## src/rtl/dqn_pkg.sv

```systemverilog
// dqn_pkg: shared constants and types for the gridworld environment.
//   - grid landmarks (goal, start) and the last step index of an episode
//   - controller phase numbers that trigger each FSM action
//   - signed 8-bit reward values
//   - agent action encoding and environment FSM state encoding
package dqn_pkg;

  localparam logic [3:0] GOAL_STATE  = 4'd9;
  localparam logic [3:0] START_STATE = 4'd0;
  localparam logic [3:0] LAST_STEP   = 4'd15;

  localparam logic [3:0] PH_START  = 4'd1;
  localparam logic [3:0] PH_ACT    = 4'd2;
  localparam logic [3:0] PH_MOVE   = 4'd5;
  localparam logic [3:0] PH_COMMIT = 4'd10;

  localparam logic signed [7:0] R_GOAL = 8'sd10;
  localparam logic signed [7:0] R_STEP = -8'sd1;
  localparam logic signed [7:0] R_EDGE = -8'sd2;
  localparam logic signed [7:0] R_WALL = -8'sd5;

  typedef enum logic [1:0] {
    ACT_UP    = 2'd0,
    ACT_DOWN  = 2'd1,
    ACT_LEFT  = 2'd2,
    ACT_RIGHT = 2'd3
  } action_e;

  typedef enum logic [1:0] {
    S_IDLE        = 2'd0,
    S_WAIT_ACT    = 2'd1,
    S_WAIT_MOVE   = 2'd2,
    S_WAIT_COMMIT = 2'd3
  } env_state_e;

endpackage

```

## src/rtl/gridworld_move.sv

```systemverilog
// gridworld_move: combinational move/reward rule for a 4x4 grid.
// Build option: GRIDWORLD_WALLS_EN makes cells 5 and 10 impassable walls.
// Ports:
//   state      in  [3:0]  current cell, row = [3:2], col = [1:0]
//   action     in  action_e
//   next_state out [3:0]  resulting cell (unchanged when the move is blocked)
//   reward     out signed [7:0]
module gridworld_move
  import dqn_pkg::*;
(
  input  logic              [3:0] state,
  input  action_e                 action,
  output logic              [3:0] next_state,
  output logic signed       [7:0] reward
);

`ifdef GRIDWORLD_WALLS_EN
  localparam logic [3:0] WALL_A = 4'd5;
  localparam logic [3:0] WALL_B = 4'd10;
`endif

  logic [1:0] row;
  logic [1:0] col;
  logic [3:0] target;
  logic       off_grid;

  assign row = state[3:2];
  assign col = state[1:0];

  always_comb begin
    off_grid = 1'b0;
    target   = state;
    case (action)
      ACT_UP:    begin off_grid = (row == 2'd0); target = state - 4'd4; end
      ACT_DOWN:  begin off_grid = (row == 2'd3); target = state + 4'd4; end
      ACT_LEFT:  begin off_grid = (col == 2'd0); target = state - 4'd1; end
      ACT_RIGHT: begin off_grid = (col == 2'd3); target = state + 4'd1; end
      default:   begin off_grid = 1'b0;          target = state;        end
    endcase
  end

  // Edge check wins over the wall check: a blocked edge move never sees a wall.
  always_comb begin
    next_state = target;
    reward     = R_STEP;
    if (off_grid) begin
      next_state = state;
      reward     = R_EDGE;
    end
`ifdef GRIDWORLD_WALLS_EN
    else if ((target == WALL_A) || (target == WALL_B)) begin
      next_state = state;
      reward     = R_WALL;
    end
`endif
    else if (target == GOAL_STATE) begin
      reward = R_GOAL;
    end
  end

endmodule

```

## src/rtl/gridworld_env.sv

```systemverilog
// gridworld_env: phase-driven 4x4 gridworld environment for a DQN agent.
// Build option: GRIDWORLD_WALLS_EN (passed through to gridworld_move).
// Ports:
//   clk, rst          clock and synchronous active-high reset
//   controller [3:0]  phase count from the control unit (1..10 repeating)
//   step       [3:0]  step index within the episode
//   action     [1:0]  agent action, sampled at phase 2 when action_valid
//   action_valid      action qualifier
//   st         [3:0]  current state
//   st1        [3:0]  next state registered at phase 5
//   reward     signed [7:0]   reward of the last move
//   done              one-cycle episode-end pulse
//   ep_return  signed [15:0]  return of the last finished episode
//   ep_return_valid   one-cycle pulse coincident with done
module gridworld_env
  import dqn_pkg::*;
(
  input  logic              clk,
  input  logic              rst,
  input  logic       [3:0]  controller,
  input  logic       [3:0]  step,
  input  logic       [1:0]  action,
  input  logic              action_valid,
  output logic       [3:0]  st,
  output logic       [3:0]  st1,
  output logic signed [7:0] reward,
  output logic              done,
  output logic signed [15:0] ep_return,
  output logic              ep_return_valid
);

  env_state_e               state_q, state_d;
  action_e                  act_q;
  logic signed [15:0]       acc_q;
  logic signed [15:0]       acc_sum;
  logic                     latch_en, move_en, commit_en;
  logic                     episode_end;
  logic               [3:0] mv_st1;
  logic signed        [7:0] mv_reward;

  function automatic logic signed [15:0] sat_add16(input logic signed [15:0] a,
                                                   input logic signed [7:0]  b);
    logic [16:0] s;
    s = {a[15], a} + {{9{b[7]}}, b};
    // Overflow shows up as the two top bits disagreeing; s[16] is the true sign.
    if (s[16] != s[15]) return s[16] ? 16'sh8000 : 16'sh7fff;
    return s[15:0];
  endfunction

  gridworld_move u_move (
    .state      (st),
    .action     (act_q),
    .next_state (mv_st1),
    .reward     (mv_reward)
  );

  assign acc_sum     = sat_add16(acc_q, reward);
  assign episode_end = (st1 == GOAL_STATE) || (step == LAST_STEP);

  always_ff @(posedge clk) begin
    if (rst) state_q <= S_IDLE;
    else     state_q <= state_d;
  end

  // Each wait state reacts to exactly one phase value; all others are ignored.
  always_comb begin
    state_d   = state_q;
    latch_en  = 1'b0;
    move_en   = 1'b0;
    commit_en = 1'b0;
    case (state_q)
      S_IDLE:
        if (controller == PH_START) state_d = S_WAIT_ACT;
      S_WAIT_ACT:
        if (controller == PH_ACT) begin
          latch_en = 1'b1;
          state_d  = S_WAIT_MOVE;
        end
      S_WAIT_MOVE:
        if (controller == PH_MOVE) begin
          move_en = 1'b1;
          state_d = S_WAIT_COMMIT;
        end
      S_WAIT_COMMIT:
        if (controller == PH_COMMIT) begin
          commit_en = 1'b1;
          state_d   = S_WAIT_ACT;
        end
      default: state_d = S_IDLE;
    endcase
  end

  always_ff @(posedge clk) begin
    if (rst) begin
      st              <= START_STATE;
      st1             <= 4'd0;
      reward          <= '0;
      done            <= 1'b0;
      ep_return       <= '0;
      ep_return_valid <= 1'b0;
      acc_q           <= '0;
      act_q           <= ACT_UP;
    end else begin
      done            <= 1'b0;
      ep_return_valid <= 1'b0;
      if (latch_en && action_valid) act_q <= action_e'(action);
      if (move_en) begin
        st1    <= mv_st1;
        reward <= mv_reward;
      end
      // Goal and last step in one commit still form a single episode end.
      if (commit_en) begin
        if (episode_end) begin
          done            <= 1'b1;
          ep_return_valid <= 1'b1;
          ep_return       <= acc_sum;
          acc_q           <= '0;
          st              <= START_STATE;
        end else begin
          acc_q <= acc_sum;
          st    <= st1;
        end
      end
    end
  end

endmodule

```

## config.mk

```make
export PLATFORM = sky130hd
export DESIGN_NAME = gridworld_env
export DESIGN_NICKNAME = d
export VERILOG_FILES = /design/src/rtl/dqn_pkg.sv /design/src/rtl/gridworld_move.sv /design/src/rtl/gridworld_env.sv
export SDC_FILE = /design/constraint.sdc
export NUM_CORES = 1
export LEC_CHECK = 0
export BUFFER_PORTS_ARGS = -buffer_cell sky130_fd_sc_hd__buf_4
export CORE_UTILIZATION = 62
export DETAILED_ROUTE_END_ITERATION = 8
export PLACE_DENSITY_LB_ADDON = 0.1
export SETUP_SLACK_MARGIN = 0.1
export SKIP_CTS_REPAIR_TIMING = 1
export SLEW_MARGIN = 25
export SYNTH_ARGS = -nofsm -noshare
export SYNTH_HDL_FRONTEND = slang
export SYNTH_SLANG_ARGS = --single-unit
```

## constraint.sdc

```tcl
create_clock -name clk -period 7.4 [get_ports clk]
set_clock_uncertainty 0.1 [all_clocks]
set_input_delay 0.37 -clock clk [delete_from_list [all_inputs] [get_ports clk]]
set_output_delay 0.37 -clock clk [all_outputs]
set_load 0.02 [all_outputs]
```

==> summary.md, run 1 <==
| Metric | Value |
|---|---|
| Fin util | `70.1%` |
| Largest net degree at the start of global routing | `50` |
| TritonCTS clock tree | `done` |
| Mapped Cells | `374` |
| Crit path DAT | `4.15 ns` |
| Site Rows | `26` |
| Max Freq | `247 MHz` |
| Critical path capture point type | `register` |
| Synthesis-to-finish area growth | `8.85%` |
| Setup CP Type | `register to register` |
| Boundary pin count | `47` |
| Fin. Hold Viols | `0` |
| GPL Wtd Cong | `0.868` |
| Fin nets | `433` |
| Final worst path period need | `4.05 ns` |
| Core footprint | `5070 um2` |
| Pins Over Slew Limit | `0` |
| Post-route ant nets | `0` |
| Die Wd | `74.6 um` |
| Slew @ Worst Pin | `0.933 ns` |
| Buffers on Ports | `46` |
| Pwr Density | `134 nW/um2` |
| Crit Path Max Fanout | `30` |
| Placed Cells incl. Taps | `458` |
| Seq pwr share | `56.1%` |
| RSZ-0062 raised after global routing | `no` |
| Dpl hpwl | `5420 um` |
| First-pass DRT Iterations | `5` |
| Cell Area, Synth | `3270 um2` |
| Htree depth | `2` |
| Int Power | `0.000357 W` |
| Share of layout cells above drive strength 1 | `21.0%` |
| TritonCTS Buffers | `5` |
| Synth Flop Type | `dfxtp_1` |
| Total power | `0.000475 W` |
| WL/cell | `15.9 um` |
| Initial Utilization | `64.4%` |
| FFs w/ async S/R, synth | `0%` |
| CTS Sinks | `48` |
| Startpoint types | `register` |
| Global-route wire length before repair | `11800 um` |
| Clk pwr share | `34.5%` |
| Register-to-register setup slack | `3.35 ns` |
| Crit path required time | `7.50 ns` |
| Net Switching | `0.000118 W` |
| Switching share of power | `24.9%` |
| Final Cycle Share | `54.7%` |
| DRT iter0 DRCs | `151` |
| Leak Pwr | `1.37 nW` |
| Fill count | `416` |
| Grt total ovfl | `0` |
| Worst slew margin | `37.7%` |
| Mean Syn Cell Area | `8.73 um2` |
| Outcome | `finished, final reports clean` |
| Worst min path class | `input pin to register` |
| Clock tree buffer depth | `2` |
| Root buffer cell | `clkbuf_8` |
| Vias post-DR | `2927` |
| Most frequent cells in the layout | `dfxtp_1, buf_4, a21oi_1` |
| Remaining DRCs | `0` |
| Final worst slack | `3.35 ns` |
| Reg clk slew, reported paths | `0.09 ns` |
| Post-Syn Nets | `412` |
| Cell Count, Final, Fillers Out | `466` |
| Die H | `74.6 um` |
| Total Wirelength | `7400 um` |
| Distinct cell type count after synthesis | `62` |
| Overall Global Routing Usage | `27.4%` |
| Synth warn | `0` |
| #FFs+latches synth | `48` |
| Ant diodes | `0` |
| Sequential fraction of the synthesis area | `29.4%` |
| Most common cell after layout, fill and taps aside | `dfxtp_1` |
| Die area | `5560 um2` |
| Setup violators final | `0` |
| Vias in the first global route | `2528` |
| Comb power frac | `9.5%` |
| Worst VDD drop | `169 uV` |
| Place WS | `3.40 ns` |
| TNS Setup | `0 ns` |
| EDFF count, synth | `0` |
| Drt via density | `6.28` |
| Antenna violations before repair | `0` |
| Worst skew pair latency | `0.30 ns` |
| Max Cap Viol | `0` |
-- through the flow --
| step | hold WS [ns] | instance area (um2) |
|---|---|---|
| floorplan | 0.363 | 3270 |
| global placement | 0.383 | 3460 |
| detailed placement | 0.392 | 3460 |
| CTS | 0.204 | 3560 |
| global route | 0.219 | 3560 |
| finish | 0.207 | 3560 |
-- flip-flops by register name, summed over array words and instances, names as in the netlist --
register         cells
acc_q               16
ep_return           16
st1                  4
st                   4
reward               3
act_q                2
state_q              2
ep_return_valid      1
-- metal layers --
metal	global-route usage (%)	wire length, um
met4	10.9	187
met3	4.88	435
met2	42.2	3420
met1	38.0	3370
met5	0	0
-- power by group through the flow --
stage | registers (W) | logic [W] | clock network [W]
floorplan | 0.000272 | 0.0000346 | 0
detailed placement | 0.000273 | 0.0000448 | 0
global placement | 0.000272 | 0.0000433 | 0
finish | 0.000266 | 0.0000450 | 0.000164
CTS | 0.000266 | 0.0000450 | 0.000165
global route | 0.000267 | 0.0000537 | 0.000177
-- cells by family (layout without fill, tap and decap cells) --
logic type                 Yosys count  count (layout)  synth area share (%)
AOI/OAI and AO/OA                  126             126                  29.2
xor gates and xnor gates            15              15                  4.25
adders and majority gates           25              25                  10.0
buffers and inverters               40              62                  8.50
DFF                                 48              48                  29.4
muxes                                5               5                  1.53
and+or+nand+nor                    115             115                  17.0
-- worst max-delay path: stages, from the launching register on --
cell and delay (ns):
dfxtp_1 0.79, ha_1 0.45, a21oi_1 0.33, a21oi_1 0.11, a311oi_1 0.30, o21ai_2 0.11, xor2_2 0.74, nand2_2 0.58
a311oi_1 0.42
-- synth_stat cells, types with 4 or more instances --
library cell | count | area share (%)
a211oi_1 | 4 | 0.92
ha_1 | 23 | 8.8
buf_6 | 5 | 1.7
nor2_1 | 34 | 3.9
inv_1 | 7 | 0.80
nand2_1 | 37 | 4.3
nor3b_1 | 4 | 0.92
clkbuf_8 | 5 | 2.1
buf_4 | 7 | 1.6
mux2i_1 | 5 | 1.5
dfxtp_1 | 48 | 29
a311oi_1 | 31 | 8.3
nand2b_1 | 4 | 0.77
o21ai_0 | 7 | 1.1
and3_1 | 4 | 0.77
xor2_1 | 5 | 1.3
a21o_1 | 8 | 1.8
clkbuf_1 | 11 | 1.3
a21oi_1 | 40 | 6.1
xnor2_1 | 9 | 2.4
nand3_1 | 11 | 1.7
o21ai_2 | 11 | 2.9
-- worst paths after layout --
kind / to / start / cells past startpoint
worst max-delay path: ep_return[7] / reward[6] / 8
worst min-delay path: act_q[1] / action[1] / 3
worst max register to register: ep_return[7] / reward[6] / 8
worst min register to register: acc_q[3] / acc_q[3] / 2
-- area by class of cell --
type	instances	area [um2]	share of cell area (%)
Multi-Input combinational cell	286	2040	57.2
Sequential cell	48	961	27.0
Timing Repair Buffer	47	353	9.92
Tap cell	70	87.6	2.46
Clock buffer	6	82.6	2.32
Inverter	7	26.3	0.739
Clock inverter	2	10.0	0.281
(Power assumes the default switching activity.)
==> inputs of run 2 (changes only) <==
--- a/config.mk
+++ b/config.mk
@@ -5,8 +5,9 @@
 export SDC_FILE = /design/constraint.sdc
 export NUM_CORES = 1
 export LEC_CHECK = 0
+export ABC_AREA = 1
 export BUFFER_PORTS_ARGS = -buffer_cell sky130_fd_sc_hd__buf_4
-export CORE_UTILIZATION = 62
+export CORE_UTILIZATION = 58
 export DETAILED_ROUTE_END_ITERATION = 8
 export PLACE_DENSITY_LB_ADDON = 0.1
 export SETUP_SLACK_MARGIN = 0.1
==> constraint.sdc (replaced) <==
create_clock -name clk -period 4 [get_ports clk]
set_clock_uncertainty 0.1 [all_clocks]
set_input_delay 0.2 -clock clk [delete_from_list [all_inputs] [get_ports clk]]
set_output_delay 0.2 -clock clk [all_outputs]
set_load 0.02 [all_outputs]
==> run 2 against run 1 <==
  * Synthesized area is 2.8% higher
  * Clock power rose by 110%
  * Combinational power rose to 2.9 times the previous value
  * Synthesized cell count increased by 31%
  * Largest power group unchanged
==> summary.md, run 2 <==
| Metric | Value |
|---|---|
| Crit-path max cell delay | `0.83 ns (+0.04 ns)` |
| WL/cell | `12.2 um (-23%)` |
| Dpl hpwl | `5540 um (+2.3%)` |
| Crit Path Max Fanout | `19 (-37%)` |
| Clock tree buffer depth | `2 (unchanged)` |
| Reg clk slew, reported paths | `0.09 ns (about the same)` |
| Worst min path class | `input pin to register` |
| Final Cell Area | `3770 um2 (+6.1%)` |
| Slew @ Worst Pin | `0.767 ns (-0.166 ns)` |
| Initial Utilization | `60.6% (-3.8 points)` |
| Ranking of synthesized cells by area | `dfxtp_1, nand2_1, ha_1` |
| #FFs+latches synth | `48 (unchanged)` |
| Root buffer cell | `clkbuf_8` |
| Mean Syn Cell Area | `6.87 um2 (-21%)` |
| Cell Count, Final, Fillers Out | `597 (+28%)` |
| Die area | `6100 um2 (+9.6%)` |
| Worst-path cell chain | `ha_1 -> nand2_1 -> inv_2 -> nand2_1 -> nand2_1 -> a21oi_2 -> nand2_1 -> nand2_1 -> nand4_4 -> nand2_1 -> nand2_1 -> a21oi_1` |
| Htree depth | `2 (unchanged)` |
| Setup CP Type | `register to register` |
| Buffers on Ports | `46 (unchanged)` |
| Die Wd | `78.1 um (+4.7%)` |
| Pwr Density | `259 nW/um2 (+94%)` |
| Comb power frac | `13.5% (+4.0 points)` |
| Critical path capture point type | `register` |
| Die H | `78.1 um (+4.7%)` |
| Most frequent cells in the layout | `nand2_1, inv_1, nor2_1` |
| Total Wirelength | `7280 um (-1.6%)` |
| Seq pwr share | `51.6% (-4.5 points)` |
| Distinct cell type count after synthesis | `40 (-35%)` |
| Worst slew margin | `48.8% (+11 points)` |
| Placed Cells incl. Taps | `589 (+29%)` |
| Ant diodes | `0 (unchanged)` |
| Startpoint types | `register` |
| Max Freq | `351 MHz (+42%)` |
| Net Switching | `0.000250 W (+110%)` |
| Synthesis-to-finish area growth | `12.3%` |
| Switching share of power | `25.6% (+0.73 points)` |
| TritonCTS Buffers | `5 (unchanged)` |
| Grt total ovfl | `0 (unchanged)` |
| CTS Sinks | `48 (unchanged)` |
| Core footprint | `5540 um2 (+9.2%)` |
| Placement Cell Area | `3660 um2 (+5.8%)` |
| Sequential fraction of the synthesis area | `28.6% (-0.80 points)` |
| Pins Over Slew Limit | `0 (unchanged)` |
| Vias in the first global route | `2777 (+9.8%)` |
| Crit path DAT | `2.98 ns (-1.17 ns)` |
| Mapped Cells | `489 (+31%)` |
| Most common cell after layout, fill and taps aside | `nand2_1` |
| Synth top area share | `28.6% (-0.80 points)` |
| Remaining DRCs | `0 (unchanged)` |
| Final worst path period need | `2.85 ns (-1.19 ns)` |
| Fin. Hold Viols | `0 (unchanged)` |
| EDFF count, synth | `0 (unchanged)` |
| GPL Wtd Cong | `0.908 (+4.7%)` |
| Clk pwr share | `35.0% (+0.5 points)` |
| Fill count | `510 (+23%)` |
| Crit-path slowest cell | `dfxtp_1` |
| Max Cap Viol | `0 (unchanged)` |
| Vias post-DR | `3043 (+4.0%)` |
| Fin util | `68.1% (-2.0 points)` |
| Post-synth top cells | `nand2_1, inv_1, nor2_1` |
| Post-Syn Nets | `527 (+28%)` |
| Synth warn | `0 (unchanged)` |
| TritonCTS clock tree | `done` |
| TNS Setup | `0 ns (unchanged)` |
| Outcome | `finished, final reports clean` |
| Worst skew pair latency | `0.30 ns (about the same)` |
| Leak Pwr | `1.97 nW (+45%)` |
| Post-route ant nets | `0 (unchanged)` |
| DRT iter0 DRCs | `194 (+28%)` |
| Fin nets | `562 (+30%)` |
| Largest net degree at the start of global routing | `41 (-18%)` |
| Synth Flop Type | `dfxtp_1` |
| Overall Global Routing Usage | `25.6% (-1.8 points)` |
| Boundary pin count | `47 (unchanged)` |
| Drt via density | `5.10 (-19%)` |
| RSZ-0062 raised after global routing | `no` |
| Antenna violations before repair | `0 (unchanged)` |
| First-pass DRT Iterations | `4 (-1)` |
| FFs w/ async S/R, synth | `0% (unchanged)` |
| Int Power | `0.000726 W (+100%)` |
| Crit path required time | `4.13 ns (-3.37 ns)` |
| Most frequent cell after synthesis | `nand2_1` |
| Final Cycle Share | `71.3% (+17 points)` |
| Share of layout cells above drive strength 1 | `21.0% (about the same)` |
| Global-route wire length before repair | `12600 um (+7.2%)` |
| Setup violators final | `0 (unchanged)` |
| Dominant cell type by area after synthesis | `dfxtp_1` |
| Most used cell, CP | `nand2_1` |
| Site Rows | `27 (+3.8%)` |
| Largest regs | `acc_q (16), ep_return (16)` |
| Cell Area, Synth | `3360 um2 (+2.8%)` |
| Worst VDD drop | `281 uV (+66%)` |
-- run 2: power by group through the flow --
stage	Sequential [W]	Combinational, W	Clock, W
floorplan	0.000513	0.0000983	0
global placement	0.000513	0.000125	0
detailed placement	0.000515	0.000133	0
CTS	0.000504	0.000134	0.000347
global route	0.000506	0.000154	0.000367
finish	0.000504	0.000132	0.000341
-- run 2: final timing paths --
path	start	to	slack [ns]	depth (start not counted)
setup / recovery	reward[6]	acc_q[2]	1.15	12
hold / removal	action[1]	act_q[1]	0.08	3
setup reg to reg	reward[6]	acc_q[2]	1.15	12
hold reg to reg	acc_q[15]	acc_q[15]	0.38	2
-- run 2: worst max-delay path: cells and delay by family, from the launching register on --
kind / cells / cell delay, ns
flip-flops: 1 / 0.83
AO/OA/AOI/OAI: 2 / 0.29
AND/OR/NAND/NOR: 8 / 1.09
buffers and inverters: 1 / 0.04
adder cells (fa/ha/maj): 1 / 0.42
-- run 2: area by class of cell --
cell class | instances | area [um2] | share of cell area [%]
Multi-Input combinational cell | 356 | 2020 | 53.5
Sequential cell | 48 | 961 | 25.5
Timing Repair Buffer | 46 | 345 | 9.16
Inverter | 67 | 251 | 6.67
Tap cell | 72 | 90.1 | 2.39
Clock buffer | 6 | 72.6 | 1.92
Clock inverter | 2 | 35.0 | 0.929
-- run 2: cell families after synthesis --
logic type	count (synthesis)	share of synthesized area (%)
simple gates	237	32.3
buf+inv	85	11.4
compound gates	82	14.8
flops	48	28.6
fa+ha+maj	25	9.76
xor+xnor	12	3.13
-- run 2: metrics by stage --
step                setup slack, ns  hold WS, ns  total power [W]
floorplan                      1.53        0.291         0.000611
global placement               1.23        0.365         0.000638
detailed placement             1.16        0.372         0.000648
CTS                            1.12       0.0856         0.000984
global route                  0.892       0.0933          0.00103
finish                         1.15       0.0844         0.000977
-- run 2: per-layer routing --
metal  wire length, um  vias to the layer above  global-route usage (%)
li1                  -                     1614                       -
met1              3280                     1353                    31.9
met2              3610                       68                    45.6
met3               310                        8                    4.42
met4                82                        0                    6.30
met5                 0                        -                       0
==> inputs of run 3 (changes only) <==
==> constraint.sdc (replaced) <==
create_clock -name clk -period 2.8 [get_ports clk]
set_clock_uncertainty 0.1 [all_clocks]
set_input_delay 0.14 -clock clk [delete_from_list [all_inputs] [get_ports clk]]
set_output_delay 0.14 -clock clk [all_outputs]
set_load 0.02 [all_outputs]
==> run 3 against run 2 <==
  * Sequential power up 42%
  * Largest power group unchanged
  * Via count up 2.5%
  * Flip-flop and latch count unchanged
  * Sequential share of layout area down 0.28 points
==> summary.md, run 3 (synthesis gave the netlist of run 2 again) <==
| Metric | Value |
|---|---|
| Critical path capture point type | `register` |
| Worst min path class | `input pin to register` |
| Fin. Hold Viols | `0 (unchanged)` |
| DRT iter0 DRCs | `155 (-20%)` |
| Die H | `78.1 um (unchanged)` |
| Crit path DAT | `2.62 ns (-0.36 ns)` |
| Overall Global Routing Usage | `26.1% (+0.45 points)` |
| Most common cell after layout, fill and taps aside | `nand2_1` |
| Ant diodes | `0 (unchanged)` |
| Slew @ Worst Pin | `0.715 ns (-0.0518 ns)` |
| Final worst slack | `0.280 ns (-0.868 ns)` |
| Fin nets | `565 (+0.53%)` |
| Startpoint types | `register` |
| Boundary pin count | `47 (unchanged)` |
| Vias post-DR | `3119 (+2.5%)` |
| Crit path required time | `2.90 ns (-1.23 ns)` |
| Seq pwr share | `53.4% (+1.8 points)` |
| Clock tree buffer depth | `2 (unchanged)` |
| Buffers on Ports | `46 (unchanged)` |
| Final Cycle Share | `90.0% (+19 points)` |
| Clk pwr share | `32.4% (-2.6 points)` |
| Worst VDD drop | `329 uV (+17%)` |
| WL/cell | `13.1 um (+7.0%)` |
| Comb power frac | `14.3% (+0.8 points)` |
| Outcome | `finished, final reports clean` |
| Worst skew pair latency | `0.31 ns (about the same)` |
| Cell Count, Final, Fillers Out | `600 (+0.50%)` |
| First-pass DRT Iterations | `4 (unchanged)` |
| Dpl hpwl | `5670 um (+2.3%)` |
| Total power | `0.00134 W (+37%)` |
| Vias in the first global route | `2850 (+2.6%)` |
| Pwr Density | `352 nW/um2 (+36%)` |
| Htree depth | `2 (unchanged)` |
| Antenna violations before repair | `0 (unchanged)` |
| Max Freq | `397 MHz (+13%)` |
| Grt total ovfl | `0 (unchanged)` |
| Die Wd | `78.1 um (unchanged)` |
| Final hold slack | `0.0538 ns (-0.0306 ns)` |
| Final worst path period need | `2.52 ns (-0.332 ns)` |
| Int Power | `0.000974 W (+34%)` |
| Core footprint | `5540 um2 (unchanged)` |
| Switching share of power | `27.4% (+1.8 points)` |
| Net Switching | `0.000368 W (+47%)` |
| TNS Setup | `0 ns (unchanged)` |
| Site Rows | `27 (unchanged)` |
| Global-route wire length before repair | `12700 um (+0.93%)` |
| Setup violators final | `0 (unchanged)` |
| Drt via density | `5.20 (+2.0%)` |
| Most frequent cells in the layout | `nand2_1, inv_1, nor2_1` |
| Initial Utilization | `60.6% (unchanged)` |
| CTS Sinks | `48 (unchanged)` |
| Crit Path Max Fanout | `15 (-4)` |
| Synthesis-to-finish area growth | `13.6%` |
| Sequential cell area | `961 um2 (unchanged)` |
| Largest net degree at the start of global routing | `41 (unchanged)` |
| Reg clk slew, reported paths | `0.09 ns (about the same)` |
| Root buffer cell | `clkbuf_8` |
| Area of the multi-input gates | `2020 um2 (+0.43%)` |
| RSZ-0062 raised after global routing | `no` |
| Leak Pwr | `1.99 nW (+0.81%)` |
| Share of layout cells above drive strength 1 | `21.4% (+0.45 points)` |
| Worst slew margin | `52.3% (+3.5 points)` |
| Largest regs | `acc_q (16), ep_return (16)` |
| Die area | `6100 um2 (unchanged)` |
| Total Wirelength | `7830 um (+7.6%)` |
| TritonCTS clock tree | `done` |
| Fill count | `501 (-1.8%)` |
| Remaining DRCs | `0 (unchanged)` |
| TritonCTS Buffers | `5 (unchanged)` |
| Max Cap Viol | `0 (unchanged)` |
| GPL Wtd Cong | `0.989 (+8.9%)` |
| Place WS | `0.253 ns (-0.903 ns)` |
| Placed Cells incl. Taps | `591 (+0.34%)` |
| Post-route ant nets | `0 (unchanged)` |
| Pins Over Slew Limit | `0 (unchanged)` |
| Setup CP Type | `register to register` |
## run 3: final timing paths
kind	depth (start not counted)	slack, ns	startpoint	end
max	17	0.28	reward[0]	ep_return[9]
min	3	0.05	action[0]	act_q[0]
max reg2reg	17	0.28	reward[0]	ep_return[9]
min reg2reg	2	0.38	acc_q[15]	acc_q[15]
## run 3: metrics by stage
step	utilization, %	instance area (um2)
3_3_place_gp	66.6	3690
3_5_place_dp	66.6	3690
5_1_grt	68.8	3810
6_report	68.8	3810
2_1_floorplan	-	3360
4_1_cts	68.3	3780
## run 3: power groups by stage
stage / Clock (W) / Combinational, W / Sequential, W
2_1_floorplan: 0 / 0.000140 / 0.000733
3_3_place_gp: 0 / 0.000183 / 0.000732
3_5_place_dp: 0 / 0.000187 / 0.000733
4_1_cts: 0.000443 / 0.000189 / 0.000717
5_1_grt: 0.000467 / 0.000222 / 0.000720
6_report: 0.000435 / 0.000191 / 0.000716
## run 3: cell type report
cell class / count / share of cell area [%]
clock buffer: 7 / 2.26
timing repair buffer: 49 / 10.3
tap: 72 / 2.36
sequential: 48 / 25.2
inverter: 67 / 6.59
multi-input combinational: 356 / 53.1
clock inverter: 1 / 0.197
## run 3: critical path, cell delays in order, from the launching register on
cell and delay [ns]:
dfxtp_1 0.39, ha_1 0.21, inv_1 0.06, fa_1 0.38
inv_1 0.06, nand2_1 0.06, nand2_1 0.08, nand3_1 0.09
nand2_2 0.13, nand2_2 0.07, nand2_1 0.07, nand2_2 0.09
nand2_4 0.11, nand2_8 0.12, nand2_1 0.11, nand2_2 0.06
o21ai_0 0.14, inv_1 0.05
## run 3: metal layers
metal	wire (um)	GRT usage (%)	part of all wire, %
met5	0	0	0
met4	114	9.26	1.5
met3	273	4.19	3.5
met2	3930	45.7	50
met1	3510	32.1	45
